File: src/rtl/pll_multi_cfg_seq.sv
// Multi-PLL frequency sequencer: owns the per-PLL control fields and walks one selected
// PLL through disable, load, settle, enable, lock wait and SSC restore.
module pll_multi_cfg_seq #(
    parameter int NumPll       = 2,
    parameter int IdxW         = (NumPll > 1) ? $clog2(NumPll) : 1,
    parameter int RatioW       = 10,
    parameter int FracW        = 24,
    parameter int SettleCycles = 16,
    parameter int LockStable   = 4,
    parameter int LockTimeout  = 4096,
    parameter int RatioRst     = 40
) (
    input  logic                          clk_i,
    input  logic                          rst_ni,
    input  logic                          req_valid_i,
    output logic                          req_ready_o,
    input  logic [IdxW-1:0]               req_idx_i,
    input  logic [RatioW-1:0]             req_ratio_i,
    input  logic [FracW-1:0]              req_fraction_i,
    input  logic [RatioW:0]               req_zdiv0_i,
    input  logic [RatioW:0]               req_zdiv1_i,
    input  logic                          req_ssc_en_i,
    input  logic [NumPll-1:0]             pll_lock_i,
    output logic [NumPll-1:0]             pllen_o,
    output logic [NumPll-1:0]             ssc_en_o,
    output logic [NumPll*RatioW-1:0]      ratio_o,
    output logic [NumPll*FracW-1:0]       fraction_o,
    output logic [NumPll*(RatioW+1)-1:0]  zdiv0_o,
    output logic [NumPll*(RatioW+1)-1:0]  zdiv1_o,
    output logic                          busy_o,
    output logic                          done_o,
    output logic                          done_err_o,
    output logic [NumPll-1:0]             err_o
);

    localparam int ZW     = RatioW + 1;
    localparam int CntMax = (SettleCycles > LockTimeout) ? SettleCycles : LockTimeout;
    localparam int CntW   = $clog2(CntMax + 1);
    localparam int StbW   = $clog2(LockStable + 1);

    localparam logic [RatioW-1:0] RatioRstVal = RatioW'(RatioRst);
    localparam logic [ZW-1:0]     ZdivRstVal  = {1'b0, RatioW'(1)};

    typedef enum logic [3:0] {
        ST_IDLE,
        ST_BADIDX,
        ST_DISABLE,
        ST_LOAD,
        ST_SETTLE,
        ST_ENABLE,
        ST_WAIT_LOCK,
        ST_SSC_ON,
        ST_FAIL
    } state_e;

    state_e              state_q, state_d;
    logic [CntW-1:0]     cnt_q, cnt_d, cnt_inc;
    logic [StbW-1:0]     stb_q, stb_d, stb_inc;

    logic [IdxW-1:0]     rq_idx_q, rq_idx_d;
    logic [RatioW-1:0]   rq_ratio_q, rq_ratio_d;
    logic [FracW-1:0]    rq_frac_q, rq_frac_d;
    logic [ZW-1:0]       rq_z0_q, rq_z0_d;
    logic [ZW-1:0]       rq_z1_q, rq_z1_d;
    logic                rq_ssc_q, rq_ssc_d;

    logic [NumPll-1:0]   pllen_q, pllen_d;
    logic [NumPll-1:0]   ssc_q, ssc_d;
    logic [NumPll-1:0]   err_q, err_d;
    logic [RatioW-1:0]   ratio_q [NumPll];
    logic [RatioW-1:0]   ratio_d [NumPll];
    logic [FracW-1:0]    frac_q  [NumPll];
    logic [FracW-1:0]    frac_d  [NumPll];
    logic [ZW-1:0]       z0_q    [NumPll];
    logic [ZW-1:0]       z0_d    [NumPll];
    logic [ZW-1:0]       z1_q    [NumPll];
    logic [ZW-1:0]       z1_d    [NumPll];

    logic [NumPll-1:0]   sync1_q, sync2_q;
    logic [NumPll-1:0]   lane_hit;
    logic                lock_sel;

    // NOTE: raw lock is asynchronous to clk_i; only the second flop may feed logic.
    always_ff @(posedge clk_i or negedge rst_ni) begin
        if (!rst_ni) begin
            sync1_q <= '0;
            sync2_q <= '0;
        end else begin
            sync1_q <= pll_lock_i;
            sync2_q <= sync1_q;
        end
    end

    always_comb begin
        lane_hit = '0;
        for (int k = 0; k < NumPll; k++) lane_hit[k] = (int'(rq_idx_q) == k);
    end

    assign lock_sel = |(sync2_q & lane_hit);
    assign cnt_inc  = (cnt_q == CntW'(CntMax))     ? cnt_q : cnt_q + CntW'(1);
    assign stb_inc  = (stb_q == StbW'(LockStable)) ? stb_q : stb_q + StbW'(1);

    // NOTE: every field is assigned its held value first so no path can infer a latch.
    always_comb begin
        state_d    = state_q;
        cnt_d      = cnt_q;
        stb_d      = stb_q;
        rq_idx_d   = rq_idx_q;
        rq_ratio_d = rq_ratio_q;
        rq_frac_d  = rq_frac_q;
        rq_z0_d    = rq_z0_q;
        rq_z1_d    = rq_z1_q;
        rq_ssc_d   = rq_ssc_q;
        pllen_d    = pllen_q;
        ssc_d      = ssc_q;
        err_d      = err_q;
        ratio_d    = ratio_q;
        frac_d     = frac_q;
        z0_d       = z0_q;
        z1_d       = z1_q;
        done_o     = 1'b0;
        done_err_o = 1'b0;

        unique case (state_q)
            ST_IDLE: begin
                if (req_valid_i) begin
                    rq_idx_d   = req_idx_i;
                    rq_ratio_d = req_ratio_i;
                    rq_frac_d  = req_fraction_i;
                    rq_z0_d    = req_zdiv0_i;
                    rq_z1_d    = req_zdiv1_i;
                    rq_ssc_d   = req_ssc_en_i;
                    cnt_d      = '0;
                    state_d    = (int'(req_idx_i) < NumPll) ? ST_DISABLE : ST_BADIDX;
                end
            end
            ST_BADIDX: begin
                done_o     = 1'b1;
                done_err_o = 1'b1;
                state_d    = ST_IDLE;
            end
            ST_DISABLE: begin
                pllen_d = pllen_q & ~lane_hit;
                ssc_d   = ssc_q & ~lane_hit;
                cnt_d   = cnt_inc;
                if (cnt_inc == CntW'(SettleCycles)) begin
                    cnt_d   = '0;
                    state_d = ST_LOAD;
                end
            end
            ST_LOAD: begin
                for (int k = 0; k < NumPll; k++) begin
                    if (lane_hit[k]) begin
                        ratio_d[k] = rq_ratio_q;
                        frac_d[k]  = rq_frac_q;
                        z0_d[k]    = rq_z0_q;
                        z1_d[k]    = rq_z1_q;
                    end
                end
                cnt_d   = '0;
                state_d = ST_SETTLE;
            end
            ST_SETTLE: begin
                cnt_d = cnt_inc;
                if (cnt_inc == CntW'(SettleCycles)) begin
                    cnt_d   = '0;
                    state_d = ST_ENABLE;
                end
            end
            ST_ENABLE: begin
                pllen_d = pllen_q | lane_hit;
                cnt_d   = '0;
                stb_d   = '0;
                state_d = ST_WAIT_LOCK;
            end
            ST_WAIT_LOCK: begin
                stb_d = lock_sel ? stb_inc : '0;
                cnt_d = cnt_inc;
                // Reaching stable lock wins over a timeout landing on the same cycle.
                if (lock_sel && stb_inc == StbW'(LockStable)) begin
                    state_d = ST_SSC_ON;
                end else if (cnt_inc == CntW'(LockTimeout)) begin
                    state_d = ST_FAIL;
                end
            end
            ST_SSC_ON: begin
                ssc_d   = rq_ssc_q ? (ssc_q | lane_hit) : (ssc_q & ~lane_hit);
                err_d   = err_q & ~lane_hit;
                done_o  = 1'b1;
                state_d = ST_IDLE;
            end
            ST_FAIL: begin
                pllen_d    = pllen_q & ~lane_hit;
                err_d      = err_q | lane_hit;
                done_o     = 1'b1;
                done_err_o = 1'b1;
                state_d    = ST_IDLE;
            end
            default: state_d = ST_IDLE;
        endcase
    end

    // NOTE: the lane arrays drive PLL pins directly, so they are reset like any other register.
    always_ff @(posedge clk_i or negedge rst_ni) begin
        if (!rst_ni) begin
            state_q    <= ST_IDLE;
            cnt_q      <= '0;
            stb_q      <= '0;
            rq_idx_q   <= '0;
            rq_ratio_q <= '0;
            rq_frac_q  <= '0;
            rq_z0_q    <= '0;
            rq_z1_q    <= '0;
            rq_ssc_q   <= 1'b0;
            pllen_q    <= '0;
            ssc_q      <= '0;
            err_q      <= '0;
            for (int k = 0; k < NumPll; k++) begin
                ratio_q[k] <= RatioRstVal;
                frac_q[k]  <= '0;
                z0_q[k]    <= ZdivRstVal;
                z1_q[k]    <= ZdivRstVal;
            end
        end else begin
            state_q    <= state_d;
            cnt_q      <= cnt_d;
            stb_q      <= stb_d;
            rq_idx_q   <= rq_idx_d;
            rq_ratio_q <= rq_ratio_d;
            rq_frac_q  <= rq_frac_d;
            rq_z0_q    <= rq_z0_d;
            rq_z1_q    <= rq_z1_d;
            rq_ssc_q   <= rq_ssc_d;
            pllen_q    <= pllen_d;
            ssc_q      <= ssc_d;
            err_q      <= err_d;
            ratio_q    <= ratio_d;
            frac_q     <= frac_d;
            z0_q       <= z0_d;
            z1_q       <= z1_d;
        end
    end

    for (genvar g = 0; g < NumPll; g++) begin : g_lane
        assign ratio_o[g*RatioW +: RatioW]  = ratio_q[g];
        assign fraction_o[g*FracW +: FracW] = frac_q[g];
        assign zdiv0_o[g*ZW +: ZW]          = z0_q[g];
        assign zdiv1_o[g*ZW +: ZW]          = z1_q[g];
    end

    assign pllen_o     = pllen_q;
    assign ssc_en_o    = ssc_q;
    assign err_o       = err_q;
    assign busy_o      = (state_q != ST_IDLE);
    assign req_ready_o = (state_q == ST_IDLE);

endmodule

File: config.mk
export PLATFORM = sky130hd
export DESIGN_NAME = pll_multi_cfg_seq
export DESIGN_NICKNAME = d
export VERILOG_FILES = /design/src/rtl/pll_multi_cfg_seq.sv
export SDC_FILE = /design/constraint.sdc
export NUM_CORES = 1
export LEC_CHECK = 0
export CAP_MARGIN = 20
export CORE_ASPECT_RATIO = 1.4
export CORE_MARGIN = 2
export CORE_UTILIZATION = 60
export DETAILED_ROUTE_END_ITERATION = 7
export DONT_BUFFER_PORTS = 1
export PLACE_DENSITY = 0.81
export SYNTH_ARGS = -nofsm -noshare
export SYNTH_HDL_FRONTEND = slang
export SYNTH_SLANG_ARGS = --single-unit
export TNS_END_PERCENT = 30
File: constraint.sdc
create_clock -name clk_i -period 6.1 [get_ports clk_i]
set_clock_uncertainty 0.05 [all_clocks]
set_input_delay 0.915 -clock clk_i [delete_from_list [all_inputs] [get_ports clk_i]]
set_output_delay 0.915 -clock clk_i [all_outputs]
set_load 0.03 [all_outputs]
; Word level (Yosys, flattened, before mapping)
; Cells that the tools add are included.
; W data, S select, Z words.
[op_classes]
n_mul = 0
div_mod_pow = 0
n_shift = 0
reduce_logical = 19
bitwise_logic = 10
order_cmp = 0
n_addsub = 2
eq_ne = 17
muxes = 19
[op_table]
columns = op, n
row1 = $pmux W13 S4, 1
row2 = $mux W13, 3
row3 = $eq A13 B13 Y1 const B, 2
row4 = $pmux W4 S6, 1
row5 = $mux W4, 5
row6 = $eq A4 B3 Y1 const B, 4
row7 = $add A13 B1 Y13 const B, 1
row8 = $eq A13 B5 Y1 const B, 1
row9 = $pmux W2 S2, 3
row10 = $reduce_or A2 Y1, 5
row11 = $and A2 B2 Y2, 4
row12 = $eq A4 B2 Y1 const B, 2
row13 = $reduce_and A2 Y1, 4
row14 = $reduce_bool A2 Y1, 4
row15 = $reduce_bool A4 Y1, 2
row16 = $eq A3 B3 Y1 const B, 2
row17 = $mux W3, 2
row18 = $ne A2 B2 Y1 const B, 3
row19 = $or A2 B2 Y2, 3
row20 = $pmux W3 S2, 1
row21 = $eq A4 B1 Y1 const B, 1
row22 = $eq A4 B4 Y1 const B, 1
row23 = $logic_not A4 Y1, 1
row24 = $reduce_and A4 Y1, 1
row25 = 8 further kinds, 10
[word_totals]
ramBits = 0
memories = 0
mem_bits_ro = 0
word_cells = 89
reg_bits = 200
latch_bits = 0
input_bits = 63
out_inout_bits = 122

; Depth between registers and ports, before layout
[depth]
ltp_word = 6
mapped_depth = 10
mapped_depth_nobuf = 9

; Least setup slack after synthesis
; No wires, ideal clock.
[synth_timing]
path_type = register to output
start = reg state_q[3]
end = out done_o
t_arrival_ns = 1.898
stages_incl_launch_ff = 5
slack_ns = 3.237
cell_sequence = dfrtp_1 clkbuf_1 xnor2_1 nor3_1 o21bai_1
[synth_via]
elab_chain_len = 3
[synth_rtl]
columns = element, line_no
row1 = from (decl), 56  ; state_e state_q, state_d;
row2 = from (signal assigned), 225  ; state_q <= state_d;
row3 = $eq A4 B4 Y1 (tied with other cells), 124  ; unique case (state_q)
row4 = $reduce_or A3 Y1 (no line) *, n/a
row5 = $mux W1 *, 124
row6 = to (decl), 31  ; output logic done_o,
; Every way passes the cells marked *; elsewhere a longest branch is shown, timed or not.

; Worst setup path after layout
; Ends and elaborated chain as after synthesis.

==> results.sh <==
export IMPL_status="complete, no violations"
export IMPL_synth_cell_types=55
export IMPL_wire_per_inst_um=21.0
export IMPL_cts_tree="done"
export IMPL_cts_made_buffers=17
export IMPL_cts_max_path_buffers=2
export IMPL_pwr_share_seq_pct=58.0
export IMPL_io_buffers=0
export IMPL_synthTopCellsByCount="dfrtp_1 (192), mux2_2 (173), clkbuf_1 (23)"
export IMPL_final_hold_viol_count=0
export IMPL_core_area_um2=13300
export IMPL_p_int_mw=3.19
export IMPL_syn_nets=652
export IMPL_max_freq_mhz=296
export IMPL_fp_dieH_um=142
export IMPL_relSlewSlack_pct=31.1
export IMPL_seq_area_frac_synth_pct=61.4
export IMPL_vias=4704
export IMPL_die_w_um=103
export IMPL_holdWs_ps=133
export IMPL_clkPwrFrac_pct=19.3
export IMPL_finalCriticalPeriod_ps=3380
export IMPL_synth_adder_area_share_pct=0.613
export IMPL_grt_usage_pct=23.0
export IMPL_endpoint_kind="output pin"
export IMPL_synth_top_family_by_area="multiplexers"
export IMPL_antenna_found_initial=2
export IMPL_yosys_area_share_xor_xnor_pct=0.643
export IMPL_synth_edf_count=0
export IMPL_maxSlewViolCount=0
export IMPL_p_sw_share_pct=42.4
export IMPL_grt_ovfl_total=0
export IMPL_clkSinkCount=200
export IMPL_root_buffer="clkbuf_16"
export IMPL_dieArea_um2=14600
export IMPL_via_per_inst=6.09
export IMPL_ant_nets=0
export IMPL_ir_drop_mv=0.342
export IMPL_syn_to_final_growth_pct=8.65
export IMPL_path_max_fanout=17
export IMPL_worst_pin_slew_ps=1030
export IMPL_setup_tns_final_ps=0
export IMPL_start_util_pct=61.3
export IMPL_p_leak_nw=3.85
export IMPL_grt_start_max_net_pins=201
export IMPL_holdCritPathClass="in -> async"
export IMPL_worstPathRequired_ps=5130
export IMPL_clk_pin_slew_worst_paths_ps=70
export IMPL_final_nets=645
export IMPL_synth_compound_area_share_pct=5.64
export IMPL_synthArstFlopShare_pct=100
export IMPL_finalCritPeriodShare_pct=55.5
export IMPL_synth_seq_cells=200
export IMPL_clk_latency_ps=420
export IMPL_synthCells=585
export IMPL_avgSynthCellArea_um2=14.0
export IMPL_first_global_vias=4945
export IMPL_synthFlopType="dfrtp_1"
export IMPL_htree_levels=4
export IMPL_routabilityCongestion=0.854
export IMPL_synth_top_area_share_pct=58.8
export IMPL_yosys_area_share_simple_pct=5.48
export IMPL_pin_count=185
export IMPL_hpwl_mm=10.9
export IMPL_post_cts_buffers=0
export IMPL_rows=50
export IMPL_synth_top_cell_by_area="dfrtp_1"
export IMPL_dr_pass1_iters=4
export IMPL_cts_resized=0
export IMPL_drt_total_wl_mm=16.3
export IMPL_synth_most_common_cell="dfrtp_1"
export IMPL_synth_area_top_cells="dfrtp_1 (59%), mux2_2 (24%), dfstp_2 (2.6%), o21ai_0 (1.2%), a21oi_1 (1.1%)"
export IMPL_netSwitchingPower_mw=2.35
export IMPL_pwr_share_comb_pct=22.7
export IMPL_grt_pass1_wl_mm=25.7
export IMPL_rsz0062_at_grt="false"
export IMPL_drc=0
export IMPL_crit_type="reg -> out"
export IMPL_setup_violations=0
export IMPL_cap_violations=0
export IMPL_arrival_ps=2420
export IMPL_setup_slack_ps=2720
export IMPL_synthesis_area_um2=8170
export IMPL_pre_cts_ws_ps=3020
export IMPL_yosysWarnings=0
export IMPL_pwr_density_cell_nw_per_um2=624
export IMPL_drt_first_iter_violations=120
export IMPL_drive_above_1_share_pct=38.0
export IMPL_critPathLaunchType="flop"
export IMPL_cts_hold_repair_buffers=0
export IMPL_synth_mux_area_share_pct=24.1
state kept, by name, summed over array words and instances (netlist names), named ones only:
name	cells
cnt_q	13
fraction_o	48
ratio_o	20
rq_frac_q	24
rq_idx_q	1
rq_ratio_q	10
rq_ssc_q	1
rq_z0_q	11
rq_z1_q	11
state_q	4
stb_q	3
sync1_q	2
sync2_q	2
zdiv0_o	22
zdiv1_o	22
power groups by stage:
stage | Clock [mW] | Combinational (mW) | Sequential, mW
after global placement | 0 | 1.19 | 3.20
after CTS | 1.09 | 1.27 | 3.22
after floorplan | 0 | 1.15 | 3.00
after detailed placement | 0 | 1.26 | 3.24
final | 1.07 | 1.26 | 3.21
after global routing | 1.14 | 1.38 | 3.30
kinds of logic (layout without fill, tap and decap cells):
logic type      Yosys count  count (layout)
compound gates           72              72
buf+inv                  42              47
flops                   200             200
other cells               0               1
fa+ha+maj                 4               4
simple gates             86              86
xor+xnor                  6               6
mux                     175             175
per-stage QoR:
stage	cells	instance area [um^2]	power (mW)	util, %
floorplan	585	8170	4.16	-
global placement	741	8310	4.38	62.3
detailed placement	741	8310	4.51	62.3
CTS	772	8870	5.58	66.6
global route	772	8870	5.82	66.6
finish	773	8880	5.54	66.6
worst paths after layout:
| kind | slack (ps) | end | cells after the start | start |
|---|---|---|---|---|
| setup / recovery | 2720 | done_o | 3 | state_q[3] |
| hold / removal | 130 | fraction_o[18] | 0 | rst_ni |
| setup reg to reg | 2950 | cnt_q[9] | 8 | cnt_q[0] |
| hold reg to reg | 300 | sync2_q[0] | 0 | sync1_q[0] |
| max in group asynchronous | 5530 | ratio_o[3] | 0 | rst_ni |
| min in group clk_i | 300 | sync2_q[0] | 0 | sync1_q[0] |
worst max-delay path, cell delays in order (launching register included):
cell	delay, ps
dfrtp_1	680
xnor2_1	120
nor3_1	770
o21bai_1	420
routing by layer:
metal  track usage [%]  share of wire [%]  vias to the layer above
li1                  -                  -                     2091
met1              25.7                 36                     2421
met2              39.4                 54                      167
met3              9.28                8.5                       23
met4              8.21                1.8                        2
met5                 0              0.080                        -
layout make-up:
cell class | count | area, um^2
clock inverters | 13 | 139
repair buffers | 4 | 30.0
diodes | 1 | 2.50
well taps | 182 | 228
fillers | 953 | 4450
flip-flops and latches | 200 | 5010
multi-input cells | 343 | 2990
clock buffers | 18 | 429
inverters | 12 | 45.0
placed cells by master (no fill, tap or decap), types with 4 or more instances in the layout:
cell type and count:
nand2b_1 7, nand2_1 19, nor2_1 17, dfstp_2 8, nand3_1 11, a21oi_1 18, inv_1 12, clkinv_4 4
nor3_1 7, clkbuf_16 17, dfrtp_1 192, mux2_2 173, xnor2_1 5, inv_6 5, ha_1 4, nand4_1 4
buf_4 4, a31oi_1 7, o21ai_0 20
(Power assumes the default switching activity.)
